`src/rtl/lpm_walker_pkg.sv`:
```
// lpm_walker_pkg: shared constants for the LPM trie walker.
//   State encodings, response-word layout (LEAF bit, child pointer width),
//   the 16/8/8 stride split of the key and the deepest trie level.
package lpm_walker_pkg;

    typedef logic [1:0] state_t;
    typedef logic [1:0] lvl_t;

    localparam state_t ST_IDLE = 2'd0;
    localparam state_t ST_REQ  = 2'd1;
    localparam state_t ST_WAIT = 2'd2;
    localparam state_t ST_DONE = 2'd3;

    localparam int LEAF_BIT  = 31;
    localparam int PTR_WIDTH = 24;
    localparam int STRIDE0   = 16;
    localparam int STRIDE1   = 8;
    localparam int STRIDE2   = 8;
    localparam int MAX_LEVEL = 2;

endpackage

```
`src/rtl/lpm_walker_addr.sv`:
```
// lpm_walker_addr: combinational next-address former.
//   start  in  1   forming the root (level-0) address from a fresh key
//   level  in  2   level of the response just received (0 or 1)
//   key    in  32  lookup key
//   ptr    in  24  child pointer from the response word
//   addr   out 32  address of the next read
module lpm_walker_addr
    import lpm_walker_pkg::*;
#(
    parameter logic [31:0] ROOT_BASE = 32'h0
) (
    input  logic                 start,
    input  logic [1:0]           level,
    input  logic [31:0]          key,
    input  logic [PTR_WIDTH-1:0] ptr,
    output logic [31:0]          addr
);

    // Child node address is the pointer concatenated with the next key byte.
    always_comb begin
        addr = ROOT_BASE + {16'h0, key[31:32-STRIDE0]};
        if (!start) begin
            if (level == 2'd0)
                addr = {ptr, key[STRIDE1+STRIDE2-1:STRIDE2]};
            else
                addr = {ptr, key[STRIDE2-1:0]};
        end
    end

endmodule

```
`src/rtl/lpm_walker.sv`:
```
// lpm_walker: single-lookup LPM trie walker (16/8/8 strides).
//   Accepts a key on enter, issues one dependent read per level on the mem
//   client interface, returns leaf value and level on result.
//   Ports: CLK, nRST (async low); enter__ENA/enter_key/enter__RDY;
//   result__RDY/result_v/result_level/result__ENA; mem_req__ENA/mem_req_v/
//   mem_req__RDY; mem_resAccept__ENA/mem_resAccept__RDY; mem_resValue/
//   mem_resValue__RDY.
//   Optional: LPM_WALKER_STATS_EN adds stat_lookups / stat_reads counters.
module lpm_walker
    import lpm_walker_pkg::*;
#(
    parameter logic [31:0] ROOT_BASE = 32'h0
) (
    input  logic        CLK,
    input  logic        nRST,
    input  logic        enter__ENA,
    input  logic [31:0] enter_key,
    output logic        enter__RDY,
    output logic        result__RDY,
    output logic [30:0] result_v,
    output logic [1:0]  result_level,
    input  logic        result__ENA,
    output logic        mem_req__ENA,
    output logic [31:0] mem_req_v,
    input  logic        mem_req__RDY,
    output logic        mem_resAccept__ENA,
    input  logic        mem_resAccept__RDY,
    input  logic [31:0] mem_resValue,
    input  logic        mem_resValue__RDY
`ifdef LPM_WALKER_STATS_EN
    ,
    output logic [31:0] stat_lookups,
    output logic [31:0] stat_reads
`endif
);

    state_t      state_q;
    lvl_t        level_q;
    logic [31:0] key_q;
    logic [31:0] addr_q;
    logic [30:0] res_v_q;
    lvl_t        res_lvl_q;

    logic        in_idle;
    logic        is_leaf;
    logic [31:0] form_key;
    logic [31:0] next_addr;

    assign in_idle            = (state_q == ST_IDLE);
    assign enter__RDY         = in_idle;
    assign result__RDY        = (state_q == ST_DONE);
    assign mem_req__ENA       = (state_q == ST_REQ) & mem_req__RDY;
    assign mem_resAccept__ENA = (state_q == ST_WAIT) & mem_resValue__RDY & mem_resAccept__RDY;
    assign mem_req_v          = addr_q;
    assign result_v           = res_v_q;
    assign result_level       = res_lvl_q;

    // The deepest level always terminates the walk, whatever its LEAF bit says.
    assign is_leaf  = mem_resValue[LEAF_BIT] | (level_q == lvl_t'(MAX_LEVEL));
    assign form_key = in_idle ? enter_key : key_q;

    lpm_walker_addr #(.ROOT_BASE(ROOT_BASE)) u_addr (
        .start (in_idle),
        .level (level_q),
        .key   (form_key),
        .ptr   (mem_resValue[PTR_WIDTH-1:0]),
        .addr  (next_addr)
    );

    always_ff @(posedge CLK or negedge nRST) begin
        if (!nRST) begin
            state_q   <= ST_IDLE;
            level_q   <= '0;
            key_q     <= '0;
            addr_q    <= '0;
            res_v_q   <= '0;
            res_lvl_q <= '0;
        end else begin
            case (state_q)
                ST_IDLE: if (enter__ENA) begin
                    key_q   <= enter_key;
                    level_q <= '0;
                    addr_q  <= next_addr;
                    state_q <= ST_REQ;
                end
                ST_REQ: if (mem_req__RDY) state_q <= ST_WAIT;
                ST_WAIT: if (mem_resAccept__ENA) begin
                    if (is_leaf) begin
                        res_v_q   <= mem_resValue[30:0];
                        res_lvl_q <= level_q;
                        state_q   <= ST_DONE;
                    end else begin
                        addr_q  <= next_addr;
                        level_q <= level_q + 2'd1;
                        state_q <= ST_REQ;
                    end
                end
                ST_DONE: if (result__ENA) state_q <= ST_IDLE;
                default: state_q <= ST_IDLE;
            endcase
        end
    end

`ifdef LPM_WALKER_STATS_EN
    always_ff @(posedge CLK or negedge nRST) begin
        if (!nRST) begin
            stat_lookups <= '0;
            stat_reads   <= '0;
        end else begin
            if (result__RDY & result__ENA) stat_lookups <= stat_lookups + 32'd1;
            if (mem_req__ENA)              stat_reads   <= stat_reads + 32'd1;
        end
    end
`endif

endmodule

```
`config.mk`:
```
export PLATFORM = sky130hd
export DESIGN_NAME = lpm_walker
export DESIGN_NICKNAME = d
export VERILOG_FILES = /design/src/rtl/lpm_walker_pkg.sv /design/src/rtl/lpm_walker_addr.sv /design/src/rtl/lpm_walker.sv
export SDC_FILE = /design/constraint.sdc
export NUM_CORES = 1
export LEC_CHECK = 0
export CELL_PAD_IN_SITES_DETAIL_PLACEMENT = 1
export CELL_PAD_IN_SITES_GLOBAL_PLACEMENT = 2
export CORE_MARGIN = 10
export CORE_UTILIZATION = 28
export CTS_CLUSTER_SIZE = 16
export DETAILED_ROUTE_END_ITERATION = 8
export GPL_ROUTABILITY_DRIVEN = 0
export PLACE_DENSITY_LB_ADDON = 0.1
export REMOVE_ABC_BUFFERS = 1
export SYNTH_ARGS = -nofsm -noshare
export SYNTH_HDL_FRONTEND = slang
export SYNTH_SLANG_ARGS = --single-unit
```
`constraint.sdc`:
```
create_clock -name CLK -period 2.1 [get_ports CLK]
set_input_delay 0.42 -clock CLK [delete_from_list [all_inputs] [get_ports CLK]]
set_output_delay 0.42 -clock CLK [all_outputs]
set_load 0.005 [all_outputs]
```
==> results of run 1 <==
## per-stage QoR
| step | setup TNS, ns | total power [mW] | cell area (µm²) |
|---|---|---|---|
| detailed placement | -2.13 | 6.65 | 5380 |
| floorplan | -57.32 | 4.45 | 3600 |
| global route | 0 | 8.79 | 5740 |
| CTS | 0 | 8.27 | 5690 |
| finish | 0 | 8.14 | 5740 |
| global placement | -1.09 | 6.56 | 5380 |
## Yosys cell counts
master,instances,area share (%)
o21ai_0,1,0.13
dfrtp_1,85,57
inv_1,19,1.9
mux2i_1,27,7.2
nor3_1,9,1.2
nand2b_4,1,0.37
nor3b_1,1,0.20
a221oi_4,1,0.70
or2_2,1,0.17
clkbuf_1,4,0.40
nor3_2,1,0.27
ha_1,2,0.67
buf_4,3,0.60
inv_2,1,0.10
mux2_2,66,20
a31oi_1,1,0.17
buf_2,3,0.40
a21oi_1,9,1.2
buf_6,7,2.1
mux2_1,7,2.1
nand2_1,20,2.0
buf_1,1,0.10
or2_1,1,0.17
and2_1,2,0.34
nand3_1,1,0.13
a211oi_1,1,0.20
nor2_1,2,0.20
## layout make-up
type	instances	share of cell area [%]
clock inverters	5	0.479
flip-flops and latches	85	37.1
clock buffers	10	4.16
repair buffers	168	28.7
multi-input cells	154	24.5
well taps	176	3.83
inverters	20	1.31
## flip-flops by register name, summed over array words and instances, names as in the netlist
signal        count
mem_req_v        32
result_v         31
key_q            16
level_q           2
result_level      2
state_q           2
## worst paths after layout
kind | endpoint | slack (ns) | cells after the start
setup / recovery | enter__RDY | 0.06 | 3
hold / removal | key_q[15] | 0.02 | 1
setup reg to reg | mem_req_v[3] | 0.17 | 6
hold reg to reg | mem_req_v[7] | 0.48 | 1
max in group asynchronous | result_v[7] | 1.51 | 2
min in group CLK | mem_req_v[7] | 0.48 | 1
## cell families (layout without fill, tap and decap cells)
group                    Yosys count  after routing  share of synthesized area (%)
AO/OA/AOI/OAI                     13             13                           2.41
adder cells (fa/ha/maj)            2              2                          0.670
buffers and inverters             38            203                           5.63
flip-flops                        85             85                           57.0
multiplexers                     100            100                           29.3
AND/OR/NAND/NOR                   39             39                           5.06
## power groups by stage
stage	combinational, mW	clock, mW	sequential (mW)
CTS	3.84	1.53	2.90
finish	3.80	1.45	2.88
global placement	3.67	0	2.89
global route	4.18	1.60	3.00
detailed placement	3.72	0	2.93
floorplan	1.48	0	2.98
## metal layers
metal / global-route usage [%] / vias up / routed length (µm)
li1: - / 1260 / -
met2: 20.8 / 86 / 5370
met3: 5.16 / 13 / 903
met5: 0 / - / 0
met4: 5.38 / 0 / 194
met1: 14.3 / 1328 / 4810
## what timing repair did
item                       4_1_cts  5_1_grt
setup endpoints to repair        4       24
buffers inserted                 5        5
gates cloned                     0        0
resized for setup                5        4
==> impl_metrics.py, run 1 <==
metrics = {
    "sta": {
        "timing.slew.headroom_pct": 71.1,
        "hold_violations": 0,
        "tightest_slew_ns": 0.433,
        "setup_viol_count_final": 0,
        "grt_setup_unrepaired": "false",
        "hold_slack_ns": 0.0173,
        "setup_slack_ns": 0.0583,
        "fmax_mhz": 490,
        "period_share_pct": 97.2,
        "skew_ns": 0.00572,
        "maxSlewViolCount": 0,
        "min_period_ns": 2.04,
    },
    "critical_path": {
        "critPathCaptureType": "output port",
        "reg2reg_from": "level_q[0]",
        "crit_slowest_cell": "clkdlybuf4s50_1",
        "crit_buf_inv": 2,
        "critPathTopFamily": "buffers and inverters",
        "startpoint_type": "flop",
        "path_class": "flop to output port",
        "cp_max_fo": 4,
        "startpoint": "state_q[1]",
        "path_cells": "or2_4 -> inv_2 -> clkdlybuf4s50_1",
        "crit_required_ns": 1.68,
        "critPathMaxStageDelay_ns": 0.50,
        "arrival_ns": 1.62,
    },
    "synth": {
        "yosys_warnings": 0,
        "seq_area_frac_synth_pct": 57.0,
        "synthesis.area_mm2": 0.00373,
        "ys_ff_latch": 85,
        "avgSynthCellArea_um2": 13.5,
        "syn_inst": 277,
        "ys_types": 27,
    },
    "power": {
        "power_leakage_nw": 2.46,
        "combinationalPowerShare_pct": 46.7,
        "switching_share_pct": 30.5,
        "seqPwrFrac_pct": 35.4,
        "ir_drop_mv": 0.431,
        "p_int_mw": 5.65,
        "power_density_mw_per_mm2": 1420,
        "clkPwrFrac_pct": 17.9,
        "power.switching_mw": 2.48,
    },
    "placed_design": {
        "dpl_worst_slack_ns": -0.122,
        "post-place-cells": 593,
        "port_buffers": 139,
        "hpwl_um": 8430,
    },
    "finish": {
        "multiInputGateArea_mm2": 0.00141,
        "final_nets": 511,
        "final_core_util_pct": 43.7,
        "fill_cells": 1420,
        "area_delta_synth_final_pct": 53.9,
        "n_antenna_cell": 0,
        "seq_area_mm2": 0.00213,
        "layout.cells.most_common_list": "clkdlybuf4s50_1 (136), dfrtp_1 (83), mux2_2 (66)",
        "final_common_cell": "clkdlybuf4s50_1",
        "fin_cells": 618,
        "drive_gt1_share_pct": 26.9,
    },
    "clock_tree": {
        "cts_buffers": 9,
        "clk_pin_slew_ns": 0.06,
        "cts_tree": "done",
        "cts_max_level": 3,
        "clockBufferDepth": 2,
        "holdBufCountCts": 0,
        "clk_latency_ns": 0.34,
        "clock_sinks": 85,
        "root_buffer": "clkbuf_16",
    },
    "drt": {
        "via_per_inst": 4.35,
        "drcViolationCount": 0,
        "antenna_left": 0,
        "totalWireLength_um": 11300,
        "drt-pass1-iter-count": 2,
        "detail_route.wl_per_cell_um": 18.3,
        "num_vias": 2687,
        "first_iter_violations": 72,
    },
    "outcome": {
        "status": "finished, final reports clean",
    },
    "worst_hold_path": {
        "hold_class": "primary input to asynchronous set/reset pin",
    },
    "die": {
        "core_area_mm2": 0.0131,
        "fp.dieArea_mm2": 0.0184,
        "fp.dieW_um": 135,
        "ios": 140,
        "rows": 42,
        "die_y_um": 135,
        "initial_utilization_pct": 28.4,
    },
    "global_route": {
        "grt_max_degree": 40,
        "antenna_found_initial": 0,
        "grt_usage_pct": 12.7,
        "grt_pass1_vias": 3162,
        "grt_first_pass_wirelength_um": 17800,
        "overflow": 0,
    },
    "run": {
        "cap_violations": 0,
    },
}
(Power assumes the default switching activity.)
==> run 2, diff against run 1 <==
ABC_CLOCK_PERIOD_IN_PS = 2100   (was unset)
==> results of run 2 <==
Same layout as run 1: the final DEF is identical, and so are final timing and power.
